### src/rtl/param_fifo.sv
// Synchronous FIFO with a registered read port, threshold flags, flush and
// sticky overflow/underflow reporting. All status flags are decoded from count_q.
module param_fifo #(
    parameter int DATA_WIDTH = 8,
    parameter int PTR_SIZE   = 5,
    parameter int AF_THRESH  = 28,
    parameter int AE_THRESH  = 4
) (
    input  logic                  clk,
    input  logic                  rst,
    input  logic                  flush,
    input  logic                  wr_en,
    input  logic [DATA_WIDTH-1:0] data_in,
    input  logic                  rd_en,
    output logic [DATA_WIDTH-1:0] data_out,
    output logic                  rd_valid,
    output logic                  empty,
    output logic                  full,
    output logic                  almost_empty,
    output logic                  almost_full,
    output logic [PTR_SIZE:0]     count,
    input  logic                  clr_err,
    output logic                  overflow,
    output logic                  underflow
);

    localparam int DEPTH = 2 ** PTR_SIZE;
    localparam logic [PTR_SIZE:0] DEPTH_C = (PTR_SIZE + 1)'(DEPTH);
    localparam logic [PTR_SIZE:0] AF_C    = (PTR_SIZE + 1)'(AF_THRESH);
    localparam logic [PTR_SIZE:0] AE_C    = (PTR_SIZE + 1)'(AE_THRESH);

    logic [DATA_WIDTH-1:0] mem_q [DEPTH];

    logic [PTR_SIZE-1:0]   wr_ptr_q, wr_ptr_d;
    logic [PTR_SIZE-1:0]   rd_ptr_q, rd_ptr_d;
    logic [PTR_SIZE:0]     count_q, count_d;
    logic [DATA_WIDTH-1:0] data_out_q, data_out_d;
    logic                  rd_valid_q, rd_valid_d;
    logic                  overflow_q, overflow_d;
    logic                  underflow_q, underflow_d;

    logic empty_c, full_c;
    logic rd_acc, wr_acc;

    assign empty_c = (count_q == '0);
    assign full_c  = (count_q == DEPTH_C);

    // Flush masks both requests, so it also suppresses the error conditions.
    assign rd_acc = !flush && rd_en && !empty_c;
    assign wr_acc = !flush && wr_en && (!full_c || rd_acc);

    always_comb begin
        wr_ptr_d    = wr_ptr_q;
        rd_ptr_d    = rd_ptr_q;
        count_d     = count_q;
        data_out_d  = data_out_q;
        rd_valid_d  = 1'b0;
        overflow_d  = overflow_q;
        underflow_d = underflow_q;

        if (clr_err) begin
            overflow_d  = 1'b0;
            underflow_d = 1'b0;
        end

        if (flush) begin
            wr_ptr_d = '0;
            rd_ptr_d = '0;
            count_d  = '0;
        end else begin
            if (wr_en && !wr_acc) overflow_d = 1'b1;
            if (rd_en && empty_c) underflow_d = 1'b1;
            if (wr_acc) wr_ptr_d = wr_ptr_q + 1'b1;
            if (rd_acc) begin
                rd_ptr_d   = rd_ptr_q + 1'b1;
                data_out_d = mem_q[rd_ptr_q];
                rd_valid_d = 1'b1;
            end
            case ({wr_acc, rd_acc})
                2'b10:   count_d = count_q + 1'b1;
                2'b01:   count_d = count_q - 1'b1;
                default: count_d = count_q;
            endcase
        end
    end

    // Storage carries no reset so it can map onto block RAM.
    always_ff @(posedge clk) begin
        if (wr_acc) mem_q[wr_ptr_q] <= data_in;
    end

    always_ff @(posedge clk or posedge rst) begin
        if (rst) begin
            wr_ptr_q    <= '0;
            rd_ptr_q    <= '0;
            count_q     <= '0;
            data_out_q  <= '0;
            rd_valid_q  <= 1'b0;
            overflow_q  <= 1'b0;
            underflow_q <= 1'b0;
        end else begin
            wr_ptr_q    <= wr_ptr_d;
            rd_ptr_q    <= rd_ptr_d;
            count_q     <= count_d;
            data_out_q  <= data_out_d;
            rd_valid_q  <= rd_valid_d;
            overflow_q  <= overflow_d;
            underflow_q <= underflow_d;
        end
    end

    assign data_out     = data_out_q;
    assign rd_valid     = rd_valid_q;
    assign count        = count_q;
    assign empty        = empty_c;
    assign full         = full_c;
    assign almost_empty = (count_q <= AE_C);
    assign almost_full  = (count_q >= AF_C);
    assign overflow     = overflow_q;
    assign underflow    = underflow_q;

endmodule

### config.mk
export PLATFORM = sky130hd
export DESIGN_NAME = param_fifo
export DESIGN_NICKNAME = d
export VERILOG_FILES = /design/src/rtl/param_fifo.sv
export SDC_FILE = /design/constraint.sdc
export NUM_CORES = 1
export LEC_CHECK = 0
export ABC_AREA = 1
export CORE_MARGIN = 1.5
export CORE_UTILIZATION = 36
export CTS_CLUSTER_SIZE = 25
export DETAILED_ROUTE_END_ITERATION = 16
export HOLD_SLACK_MARGIN = 0.12
export PLACE_DENSITY_LB_ADDON = 0.08
export RECOVER_POWER = 50
export SLEW_MARGIN = 5
export SYNTH_ARGS = -nofsm -noshare
export SYNTH_HDL_FRONTEND = slang
export SYNTH_SLANG_ARGS = --single-unit
export TNS_END_PERCENT = 1
### constraint.sdc
create_clock -name clk -period 3.9 [get_ports clk]
set_clock_uncertainty 0.1 [all_clocks]
set_input_delay 1.17 -clock clk [delete_from_list [all_inputs] [get_ports clk]]
set_output_delay 1.17 -clock clk [all_outputs]
set_load 0.02 [all_outputs]
# [After elaboration in Yosys (flattened, before gate mapping)]
# Memories as Yosys holds them, arrays and structs flattened. A register that Yosys moved wholly into a read port is not among the register bits.
# Cells that the tools add are included.
[word_totals] regBits=19 mem_bits_rw=256 input_bits=14 output_inout_bits=21 n_memories=1
[op_classes] add_sub_neg=4 order_cmp=2 eq_ne=3 mux=16 bitwise=1 reduce_logical=16
[mem_list] name="mem_q" depth=32 word_bits=8 rd=1 rd_ports_with_merged_regs=1 wr=1 line_no="32" rtl="logic [DATA_WIDTH-1:0] mem_q [DEPTH];"
[op_table] op="$mux 5" n=4
[op_table] op="$pmux 6 s2" n=1
[op_table] op="$add 5x1->5 const B" n=2
[op_table] op="$mux 1" n=10
[op_table] op="$add 6x1->6 const B" n=1
[op_table] op="$eq 6x6->1 const B" n=1
[op_table] op="$ge 6x5->1 const B" n=1
[op_table] op="$le 6x3->1 const B" n=1
[op_table] op="$logic_and 1x1->1" n=6
[op_table] op="$logic_not 6->1" n=1
[op_table] op="$mux 6" n=1
[op_table] op="$sub 6x1->6 const B" n=1
[op_table] op="$logic_not 1->1" n=4
[op_table] op="$reduce_bool 2->1" n=2
[op_table] op="$reduce_bool 3->1" n=1
[op_table] op="$eq 2x1->1 const B" n=1
[op_table] op="$eq 2x2->1 const B" n=1
[op_table] op="$reduce_and 2->1" n=1
[op_table] op="$logic_or 1x1->1" n=1
[op_table] op="$not 1->1" n=1

# [Depth between registers and ports, before layout]
[depth] ltp_word=9 ltp_mapped=12 ltp_nobuf=12

# [Least setup slack after synthesis]
# No wires, ideal clock.
[synth_path] kind="input-to-reg" startpoint="input port rd_en" endpoint="register count_q[5] (netlist: count[5])" setup_ps=118 t_arrival_ps=2594 t_required_ps=3682 path_slack_ps=1088 path_stages=11 path_buffers=0 path_cell_list="inv_1 -> nor2_1 -> nand3_1 -> inv_1 -> ha_1 -> a21oi_1 -> o21ai_0 -> a21oi_1 -> nand3_1 -> nand3_1 -> nand2_1"
[synth_via] elab_chain_cells=7
[synth_lines] item="start, declared" line_no="14" rtl="input logic rd_en,"
[synth_lines] item="$logic_and 1x1->1 (*) (2 in a row)" line_no="49" rtl="assign rd_acc = !flush && rd_en && !empty_c;"
[synth_lines] item="$logic_or 1x1->1" line_no="50" rtl="assign wr_acc = !flush && wr_en && (!full_c || rd_acc);"
[synth_lines] item="$logic_and 1x1->1" line_no="50"
[synth_lines] item="$eq 2x1->1 / $eq 2x2->1 (equally long branches)" line_no="79" rtl="case ({wr_acc, rd_acc})"
[synth_lines] item="$pmux 6 s2" line_no="79"
[synth_lines] item="$mux 6" line_no="66" rtl="if (flush) begin"
[synth_lines] item="end signal, assigned" line_no="104" rtl="count_q <= count_d;"
[synth_lines] item="end, declared" line_no="36" rtl="logic [PTR_SIZE:0] count_q, count_d;"
# Mark *: on every way between the ends. The rest lies on a longest branch, timed or not.
# A chain may end at the register's enable or synchronous reset.

# [Worst setup path after layout]
[layout_path] startpoint="input port data_in[5]" endpoint="memory mem_q[15][5], data pin"
[layout_lines] item="start, declared" line_no="13" rtl="input logic [DATA_WIDTH-1:0] data_in,"
[layout_lines] item="end, declared" line_no="32"
# No word-level cell before the write port.

==> reports/qor.txt <==
failing checks: max-capacitance violations, max-slew violations
DRT Pass-1 Iters: 5
I/O pins: 35
multi-input logic area: 3140 µm²
CP Max Fanout: 32
number of remaining DRC errors: 0
CP max stage delay: 1.52 ns
Syn Inst Count: 1061
dpl hpwl: 18.9 mm
Setup TNS: 0 ns
chip height: 185 µm
Initial Util: 36.5%
row cnt: 66
Synth Register Bits: 283
H-tree levels: 2
total power: 7760 µW
average cell area after synthesis: 11.2 µm²
area delta synth->final: 17.4%
Max transition margin: -42.3%
P_leak: 0.00529 µW
Min-Delay Path Depth: 2
Worst Tran Pin Value: 2.13 ns
chip width: 185 µm
post-synth top area cell: edfxtp_1
core region area: 32500 µm²
crit path launch type: primary input
Synth Area in Compound Gates: 2.88%
max-slew violation count: 264
worst min-delay path class: reg2reg
number of vias per cell: 4.94
critical path type: in2reg
number of cells on the critical path: 2
Ant. Diodes: 0
GRT Residual Overflow: 0
Final ANT Viol Nets: 0
largest net degree at the start of global routing: 130
Fill cells: 3204
1st-iter DRT viols: 566
Peak VDD IR: 0.329 mV
WL/cell: 19.9 µm
Final GP Congestion: 0.794
outcome: finished with violations
YS warnings: 0
Arr. time, crit path: 3.22 ns
Fin Hold WS: 0.375 ns
fraction of layout cells with a size suffix above 1: 8.97%
cells taking the most area after synthesis: edfxtp_1, nand2_1, nand3_1
Root Driver: clkbuf_16
Fin. Hold Viols: 0
Cell Chain, Critical Path: dlygate4sd3_1, clkbuf_1
Post-Synth XOR/XNOR Area: 0.442%
syn_nets: 1085
Seq/Total Area, Yosys: 70.4%
Worst path slowest cell: clkbuf_1
final core utilization: 42.9%
CTS Buffer Depth: 3
first-pass GRT wire length: 48.3 mm
Critical Path End Type: register
clock sinks: 283
mapped cell area: 11900 µm²
Power Dens Cells: 556 nW/µm²
# setup viols final: 0
delay-heaviest family, CP: buffers and inverters
mux cell area share after synthesis: 0.0842%
Clock Latency Late Sink: 0.50 ns
Tmin final: 3.33 ns
largest family of logic cells by synthesized area: simple AND/OR/NAND/NOR gates
CTS buffer count: 35
top-area cell type share of the netlist area: 64.7%
Worst EP required: 3.79 ns
RSZ-0062 raised after global routing: no
CTS tree: done
CTS resizes: 0
via count: 7911
Max-Cap Viols: 8
setup repair bufs after CTS: 0
CP Buf/Inv Count: 2
clock-pin slew on the worst setup and hold paths: 0.05 ns
gr usage total: 19.4%
Max Freq: 300 MHz
DIE AREA: 34100 µm²
CTS Hold Bufs: 0
Post-Route WL: 31.8 mm
ratio of final minimum period to clock period: 85.4%
nets@finish: 1158
initial antenna violation count: 0
Cell variety after synth: 30
Register Area: 8370 µm²
Synth Area in Adders: 1.12%
worst r2r path cells: 9
vias in the first global route: 7823
simple-gate share of the synthesized area: 21.9%
I/O Buffers: 34
## Yosys cell counts (all sizes together)
library cell  count
a21oi            45
buf              47
clkbuf            5
clkinv            2
dfrtp            27
edfxtp          256
fa                1
ha                9
inv              25
mux2i             1
nand2           391
nand3           161
nand3b            8
nand4             2
nor2             51
nor3              4
o21ai            10
o22ai             7
o31ai             2
o32ai             1
xnor2             4
xor2              2
## sequential cells by signal, summed over array words and instances (netlist names)
| signal | cells |
|---|---|
| overflow | 1 |
| count | 6 |
| rd_valid | 1 |
| mem_q | 256 |
| data_out | 8 |
| underflow | 1 |
| wr_ptr_q | 5 |
| rd_ptr_q | 5 |
## placed cells by master, fill, tap and decap left out, drive strengths merged, types with 7 or more instances in the layout
cell type / instances
clkbuf: 59
nand3: 161
dlygate4sd3: 10
dfrtp: 27
nand3b: 8
clkinv: 16
a21oi: 45
inv: 24
buf: 43
edfxtp: 256
clkdlybuf4s50: 24
o21ai: 10
nand2: 391
o22ai: 7
ha: 9
nor2: 51
## through the flow
stage	setup WS [ns]	cell area, µm²	cells
floorplan	1.09	11900	1061
global placement	0.355	12900	1539
detailed placement	0.314	12900	1539
CTS	0.533	14000	1602
global route	0.348	14000	1602
finish	0.570	14000	1602
## cell type report
| cell class | count | share of cell area [%] |
|---|---|---|
| multi-input cells | 699 | 22.5 |
| repair buffers | 88 | 5.23 |
| clock buffers | 48 | 7.00 |
| inverters | 27 | 0.753 |
| well taps | 442 | 3.96 |
| clock inverters | 15 | 0.636 |
| flip-flops and latches | 283 | 60.0 |
## per-layer routing
| metal | routed length [µm] | track usage [%] |
|---|---|---|
| met5 | 0 | 0 |
| met4 | 686 | 5.33 |
| met3 | 1300 | 2.67 |
| met2 | 15000 | 31.7 |
| met1 | 14800 | 27.2 |
## where the power goes
| part | internal [µW] | switching, µW | total, µW |
|---|---|---|---|
| registers | 3390 | 64.4 | 3450 |
| clock network | 1810 | 1180 | 2990 |
| logic | 399 | 916 | 1310 |
| total | 5600 | 2160 | 7760 |
## path summary, 6_finish.rpt
kind                            slack (ns)           end        start
worst max-delay path                  0.57  mem_q[15][5]   data_in[5]
worst min-delay path                  0.37   data_out[0]  data_out[0]
worst max register to register        1.20   mem_q[8][5]     count[3]
worst min register to register        0.37   data_out[0]  data_out[0]
max in group asynchronous             1.80   rd_ptr_q[1]          rst
min in group asynchronous             1.02   data_out[6]          rst
## cells by family (layout without fill, tap and decap cells)
kind of cell,after synthesis,count (layout)
compound gates,65,65
mux,1,1
fa+ha+maj,10,10
xor+xnor,6,6
simple gates,617,617
flops,283,283
buf+inv,79,178
Note: power is estimated with default switching activity, not from simulation.
